==> src/rtl/fifo_pkg.sv <==
// Shared types and default widths for the FIFO pointer/flag controller.
// Latency: n/a (declarations only).
// Backpressure: n/a.
package fifo_pkg;

    // Coarse occupancy status tracked by the controller
    typedef enum logic [1:0] {
        VACIO  = 2'b00,
        ACTIVO = 2'b01,
        LLENO  = 2'b10
    } fifo_state_t;

    localparam int FIFO_DATA_WIDTH = 8;
    localparam int FIFO_ADDR_WIDTH = 8;

endpackage

==> src/rtl/fifo_ptr.sv <==
// Wrap-around pointer register; advances by one when inc is high.
// Latency: new pointer visible one clk after inc.
// Backpressure: none; caller gates inc.
// Ports: clk, reset_L (async active-low), inc (advance), ptr (current value).
module fifo_ptr
    import fifo_pkg::*;
#(
    parameter int ADDR_WIDTH = FIFO_ADDR_WIDTH
) (
    input  logic                  clk,
    input  logic                  reset_L,
    input  logic                  inc,
    output logic [ADDR_WIDTH-1:0] ptr
);

    // DEPTH is a power of two, so natural overflow gives the DEPTH-1 -> 0 wrap
    always_ff @(posedge clk or negedge reset_L) begin
        if (!reset_L) begin
            ptr <= '0;
        end else if (inc) begin
            ptr <= ptr + ADDR_WIDTH'(1);
        end
    end

endmodule

==> src/rtl/fifo_control.sv <==
// Pointer/flag controller in front of a registered-read FIFO memory.
// Latency: popped word and data_out_valid appear one clk after the accepted pop.
// Backpressure: push on full (without pop) is dropped, pop on empty is ignored.
// Ports: push/data_in and pop requests; mem_* drive the memory (write enable,
// data, pointers) and mem_data_out returns its registered read; data_out /
// data_out_valid return popped words; empty/full/almost_* and count report
// occupancy. Optional macro FIFO_ERR_FLAGS_EN adds sticky overflow/underflow.
module fifo_control
    import fifo_pkg::*;
#(
    parameter int DATA_WIDTH      = FIFO_DATA_WIDTH,
    parameter int ADDR_WIDTH      = FIFO_ADDR_WIDTH,
    parameter int ALMOST_FULL_TH  = (2 ** ADDR_WIDTH) - 2,
    parameter int ALMOST_EMPTY_TH = 2
) (
    input  logic                  clk,
    input  logic                  reset_L,
    input  logic                  push,
    input  logic [DATA_WIDTH-1:0] data_in,
    input  logic                  pop,
    output logic [DATA_WIDTH-1:0] data_out,
    output logic                  data_out_valid,
    output logic                  mem_wr_en,
    output logic [DATA_WIDTH-1:0] mem_data_in,
    output logic [ADDR_WIDTH-1:0] mem_wr_ptr,
    output logic [ADDR_WIDTH-1:0] mem_rd_ptr,
    input  logic [DATA_WIDTH-1:0] mem_data_out,
    output logic                  empty,
    output logic                  full,
    output logic                  almost_empty,
    output logic                  almost_full,
    output logic [ADDR_WIDTH:0]   count
`ifdef FIFO_ERR_FLAGS_EN
    ,
    output logic                  overflow,
    output logic                  underflow
`endif
);

    localparam int                DEPTH   = 2 ** ADDR_WIDTH;
    localparam logic [ADDR_WIDTH:0] DEPTH_C = (ADDR_WIDTH + 1)'(DEPTH);
    localparam logic [ADDR_WIDTH:0] AF_TH   = (ADDR_WIDTH + 1)'(ALMOST_FULL_TH);
    localparam logic [ADDR_WIDTH:0] AE_TH   = (ADDR_WIDTH + 1)'(ALMOST_EMPTY_TH);

    logic                push_acc;
    logic                pop_acc;
    logic [ADDR_WIDTH:0] count_nxt;
    fifo_state_t         state;
    fifo_state_t         state_nxt;

    // A pop frees a slot in the same cycle, so push on full is legal with pop.
    // On empty the pop is rejected but the push still lands.
    assign pop_acc     = pop & ~empty;
    assign push_acc    = push & (~full | pop);
    assign mem_wr_en   = push_acc;
    assign mem_data_in = data_in;
    assign data_out    = mem_data_out;
    assign count_nxt   = count + (ADDR_WIDTH + 1)'(push_acc) - (ADDR_WIDTH + 1)'(pop_acc);

    fifo_ptr #(.ADDR_WIDTH(ADDR_WIDTH)) u_wr_ptr (
        .clk     (clk),
        .reset_L (reset_L),
        .inc     (push_acc),
        .ptr     (mem_wr_ptr)
    );

    fifo_ptr #(.ADDR_WIDTH(ADDR_WIDTH)) u_rd_ptr (
        .clk     (clk),
        .reset_L (reset_L),
        .inc     (pop_acc),
        .ptr     (mem_rd_ptr)
    );

    // Flags are registered from the next count so they line up with count
    always_ff @(posedge clk or negedge reset_L) begin
        if (!reset_L) begin
            count          <= '0;
            empty          <= 1'b1;
            full           <= 1'b0;
            almost_empty   <= 1'b1;
            almost_full    <= (AF_TH == '0);
            data_out_valid <= 1'b0;
        end else begin
            count          <= count_nxt;
            empty          <= (count_nxt == '0);
            full           <= (count_nxt == DEPTH_C);
            almost_empty   <= (count_nxt <= AE_TH);
            almost_full    <= (count_nxt >= AF_TH);
            // The memory captures mem[rd_ptr] on the same edge as the pop
            data_out_valid <= pop_acc;
        end
    end

`ifdef FIFO_ERR_FLAGS_EN
    always_ff @(posedge clk or negedge reset_L) begin
        if (!reset_L) begin
            overflow  <= 1'b0;
            underflow <= 1'b0;
        end else begin
            if (push & full & ~pop) begin
                overflow <= 1'b1;
            end
            if (pop & empty) begin
                underflow <= 1'b1;
            end
        end
    end
`endif

    always_ff @(posedge clk or negedge reset_L) begin
        if (!reset_L) begin
            state <= VACIO;
        end else begin
            state <= state_nxt;
        end
    end

    always_comb begin
        state_nxt = state;
        case (state)
            VACIO: begin
                if (push_acc) begin
                    state_nxt = ACTIVO;
                end
            end
            ACTIVO: begin
                if (count_nxt == DEPTH_C) begin
                    state_nxt = LLENO;
                end else if (count_nxt == '0) begin
                    state_nxt = VACIO;
                end
            end
            LLENO: begin
                if (pop_acc && !push) begin
                    state_nxt = ACTIVO;
                end
            end
            default: state_nxt = VACIO;
        endcase
    end

endmodule

==> config.mk <==
export PLATFORM = sky130hd
export DESIGN_NAME = fifo_control
export DESIGN_NICKNAME = d
export VERILOG_FILES = /design/src/rtl/fifo_pkg.sv /design/src/rtl/fifo_ptr.sv /design/src/rtl/fifo_control.sv
export SDC_FILE = /design/constraint.sdc
export NUM_CORES = 1
export LEC_CHECK = 0
export ABC_AREA = 1
export CAP_MARGIN = 20
export CORE_UTILIZATION = 45
export CTS_CLUSTER_DIAMETER = 80
export DETAILED_ROUTE_END_ITERATION = 8
export PLACE_DENSITY = 0.83
export SETUP_SLACK_MARGIN = 0.3
export SLEW_MARGIN = 40
export SYNTH_ARGS = -nofsm -noshare
export SYNTH_HDL_FRONTEND = slang
export SYNTH_SLANG_ARGS = --single-unit
==> constraint.sdc <==
create_clock -name clk -period 3.57 [get_ports clk]
set_clock_uncertainty 0.1 [all_clocks]
set_input_delay 0.714 -clock clk [delete_from_list [all_inputs] [get_ports clk]]
set_output_delay 0.714 -clock clk [all_outputs]
set_load 0.03 [all_outputs]
==> impl_metrics.py <==
metrics = {
    "timing": {
        "timing.final.hold_violations": 0,
        "maxSlewViolCount": 0,
        "worstMarginPinSlew_ns": 0.368,
        "timing.final.ws_setup_ns": 0.493,
        "period_share_pct": 86.2,
        "slew_headroom_pct": 75.5,
        "fin_crit_ns": 3.08,
        "finalSetupViolations": 0,
        "rsz0062_at_grt": "no",
        "fmax_mhz": 325,
        "fin_tns_setup_ns": 0,
    },
    "layout": {
        "fillCellCount": 331,
        "drive_above_1_share_pct": 18.0,
        "antenna_cells": 0,
        "syn2layout_area_growth_pct": 24.0,
        "nNetsFinal": 259,
        "regArea_um2": 753,
        "finish.utilization_pct": 60.1,
        "multi_input_area_um2": 835,
        "final_common_cell": "nand2_1",
        "layout_common_cells": "nand2_1 (41), clkdlybuf4s50_1 (34), inv_1 (30), dfrtp_1 (28), ha_1 (11)",
    },
    "setup_path": {
        "critPathMostFrequentCell": "nand2_1",
        "cp.arrival_ns": 3.20,
        "endpoint_kind": "flip-flop",
        "max_stage_delay_ns": 0.44,
        "crit_slowest_cell": "clkdlybuf4s50_1",
        "crit_chain": "clkdlybuf4s50_1, nand2_1, inv_1, ha_1, inv_1, ha_1, fa_1, nand2_1, nand2_1, nand3_2, nand2_1, nand2_1, nand2_4, nor2_4, nand3_2, nor2_1",
        "cpLargestDelayFamily": "simple AND/OR/NAND/NOR gates",
        "reg2reg_depth": 16,
        "crit_fanout": 4,
        "timing.rr.start": "empty",
        "critical_path_required_ns": 3.69,
        "critPathKind": "primary input to flip-flop",
        "r2r_slack_ns": 0.81,
        "critPathLaunchType": "primary input",
        "r2r_end": "empty",
        "critical_path_buf_inv_count": 3,
    },
    "global_routing": {
        "grt.total_usage_pct": 18.5,
        "antenna_found_initial": 0,
        "gr-total-overflow": 0,
        "grt_pass1_vias": 1337,
        "grt_max_degree": 31,
        "grt_pass1_wl_um": 5950,
    },
    "floorplan": {
        "chipWidth_um": 65.7,
        "dieHeight_um": 65.7,
        "initial_core_util_pct": 48.5,
        "rows": 22,
        "num_io_pins": 67,
        "dieArea_um2": 4320,
        "coreArea_um2": 3770,
    },
    "cts": {
        "cts_resized": 0,
        "cts_tree": "yes",
        "ctsHoldBuffers": 0,
        "post_cts_buffers": 0,
        "clk_pin_slew_ns": 0.06,
        "clock_sinks": 30,
        "clockRootBuffer": "clkbuf_8",
        "clk_latency_ns": 0.29,
        "cts-buffers-inserted": 5,
        "htreeDepth": 2,
        "cts_buffer_depth": 2,
    },
    "logic_synthesis": {
        "syn_area_um2": 1830,
        "synth_warnings": 0,
        "synthCells": 200,
        "syn_area_per_cell_um2": 9.14,
        "synth_seq_area_share_pct": 41.2,
        "synth_seq_cells": 30,
        "ys_types": 26,
        "synth_nets": 232,
    },
    "detailed_routing": {
        "viasPerCell": 4.64,
        "drc": 0,
        "drtAntennaViolNets": 0,
        "routed_wl_um": 3450,
        "drtIter0Drc": 33,
        "wl_per_cell_um": 12.5,
        "drt_first_pass_iters": 3,
        "num_vias": 1281,
    },
    "place": {
        "numPortBuffers": 34,
        "dp_slack_ns": 0.236,
        "place_hpwl_um": 2520,
        "gp_congestion": 0.866,
    },
    "outcome": {
        "status": "finished clean",
    },
    "min_path": {
        "worst_hold_path.num_cells": 1,
        "hold_end": "u_rd_ptr.ptr[7]",
        "min-delay-start": "u_rd_ptr.ptr[7]",
        "hold_path.class": "flip-flop to flip-flop",
    },
    "flow_run": {
        "maxCapViolCount": 0,
    },
}
## sequential cells by signal, summed over array words and instances (netlist names)
| signal | flops |
|---|---|
| almost_empty | 1 |
| u_wr_ptr.ptr | 8 |
| empty | 1 |
| almost_full | 1 |
| full | 1 |
| data_out_valid | 1 |
| u_rd_ptr.ptr | 8 |
| count | 9 |
## logic make-up (layout without fill, tap and decap cells)
logic type / Yosys count / after routing / synth area share, %
buf+inv: 48 / 76 / 13.1
flops: 30 / 30 / 41.2
xor+xnor: 16 / 16 / 7.67
fa+ha+maj: 12 / 12 / 8.62
compound gates: 6 / 6 / 2.94
simple gates: 87 / 87 / 25.8
mux: 1 / 1 / 0.616
## stage by stage
step                      cells  cell area [µm²]  hold slack (ns)
final                       276             2270            0.371
after global routing        276             2270            0.402
after CTS                   276             2270            0.379
after detailed placement    268             2120            0.366
after global placement      268             2120            0.360
after floorplan             200             1830            0.318
## layer usage
| layer | global-route usage, % | wire (µm) |
|---|---|---|
| met5 | 0 | 0 |
| met4 | 7.61 | 76 |
| met3 | 5.73 | 190 |
| met2 | 30.4 | 1590 |
| met1 | 22.4 | 1590 |
## synth_stat cells
cell type  number  area, µm²
a21boi_4        1       18.8
a21oi_1         2       10.0
a21oi_2         2       17.5
and3_1          2       12.5
buf_4          16        120
dfrtp_1        28        701
dfstp_2         2       52.6
fa_1            1       20.0
ha_1           11        138
inv_1          30        113
inv_2           2       7.51
mux2_2          1       11.3
nand2_1        41        154
nand2_2         7       43.8
nand2_4         3       33.8
nand3_1         7       35.0
nand3_2         5       50.1
nand4_1         4       25.0
nand4_2         2       25.0
nor2_1         10       37.5
nor2_2          2       12.5
nor2_4          2       22.5
nor3_2          2       20.0
o21a_1          1       7.51
xnor2_1         7       61.3
xor2_1          9       78.8
## cell type report
cell class / count / share of cell area, %
Timing Repair Buffer: 36 / 15.7
Tap cell: 48 / 2.65
Sequential cell: 30 / 33.2
Inverter: 32 / 5.30
Clock buffer: 6 / 3.64
Multi-Input combinational cell: 122 / 36.8
Clock inverter: 2 / 2.65
## worst register-to-register path, cell delays in order (launching register included)
cell	delay [ns]
dfstp_2	0.54
inv_1	0.04
nand2_1	0.13
inv_1	0.11
ha_1	0.28
inv_1	0.04
ha_1	0.21
fa_1	0.44
nand2_1	0.11
nand2_1	0.08
nand3_2	0.09
nand2_1	0.05
nand2_1	0.10
nand2_4	0.07
nor2_4	0.12
nand3_2	0.09
nor2_1	0.10
## worst max path at each step
stage	start	endpoint	slack, ns	cells after the start
after floorplan	pop	almost_empty	0.91	15
final	pop	empty	0.49	16
after global placement	pop	almost_empty	0.34	16
after CTS	pop	empty	0.50	16
after global routing	pop	almost_empty	0.34	16
after detailed placement	pop	empty	0.24	16
Power is left out: the tool's default activity adds up to more than one toggle a clock period on the data nets, which glitch-free logic cannot reach.
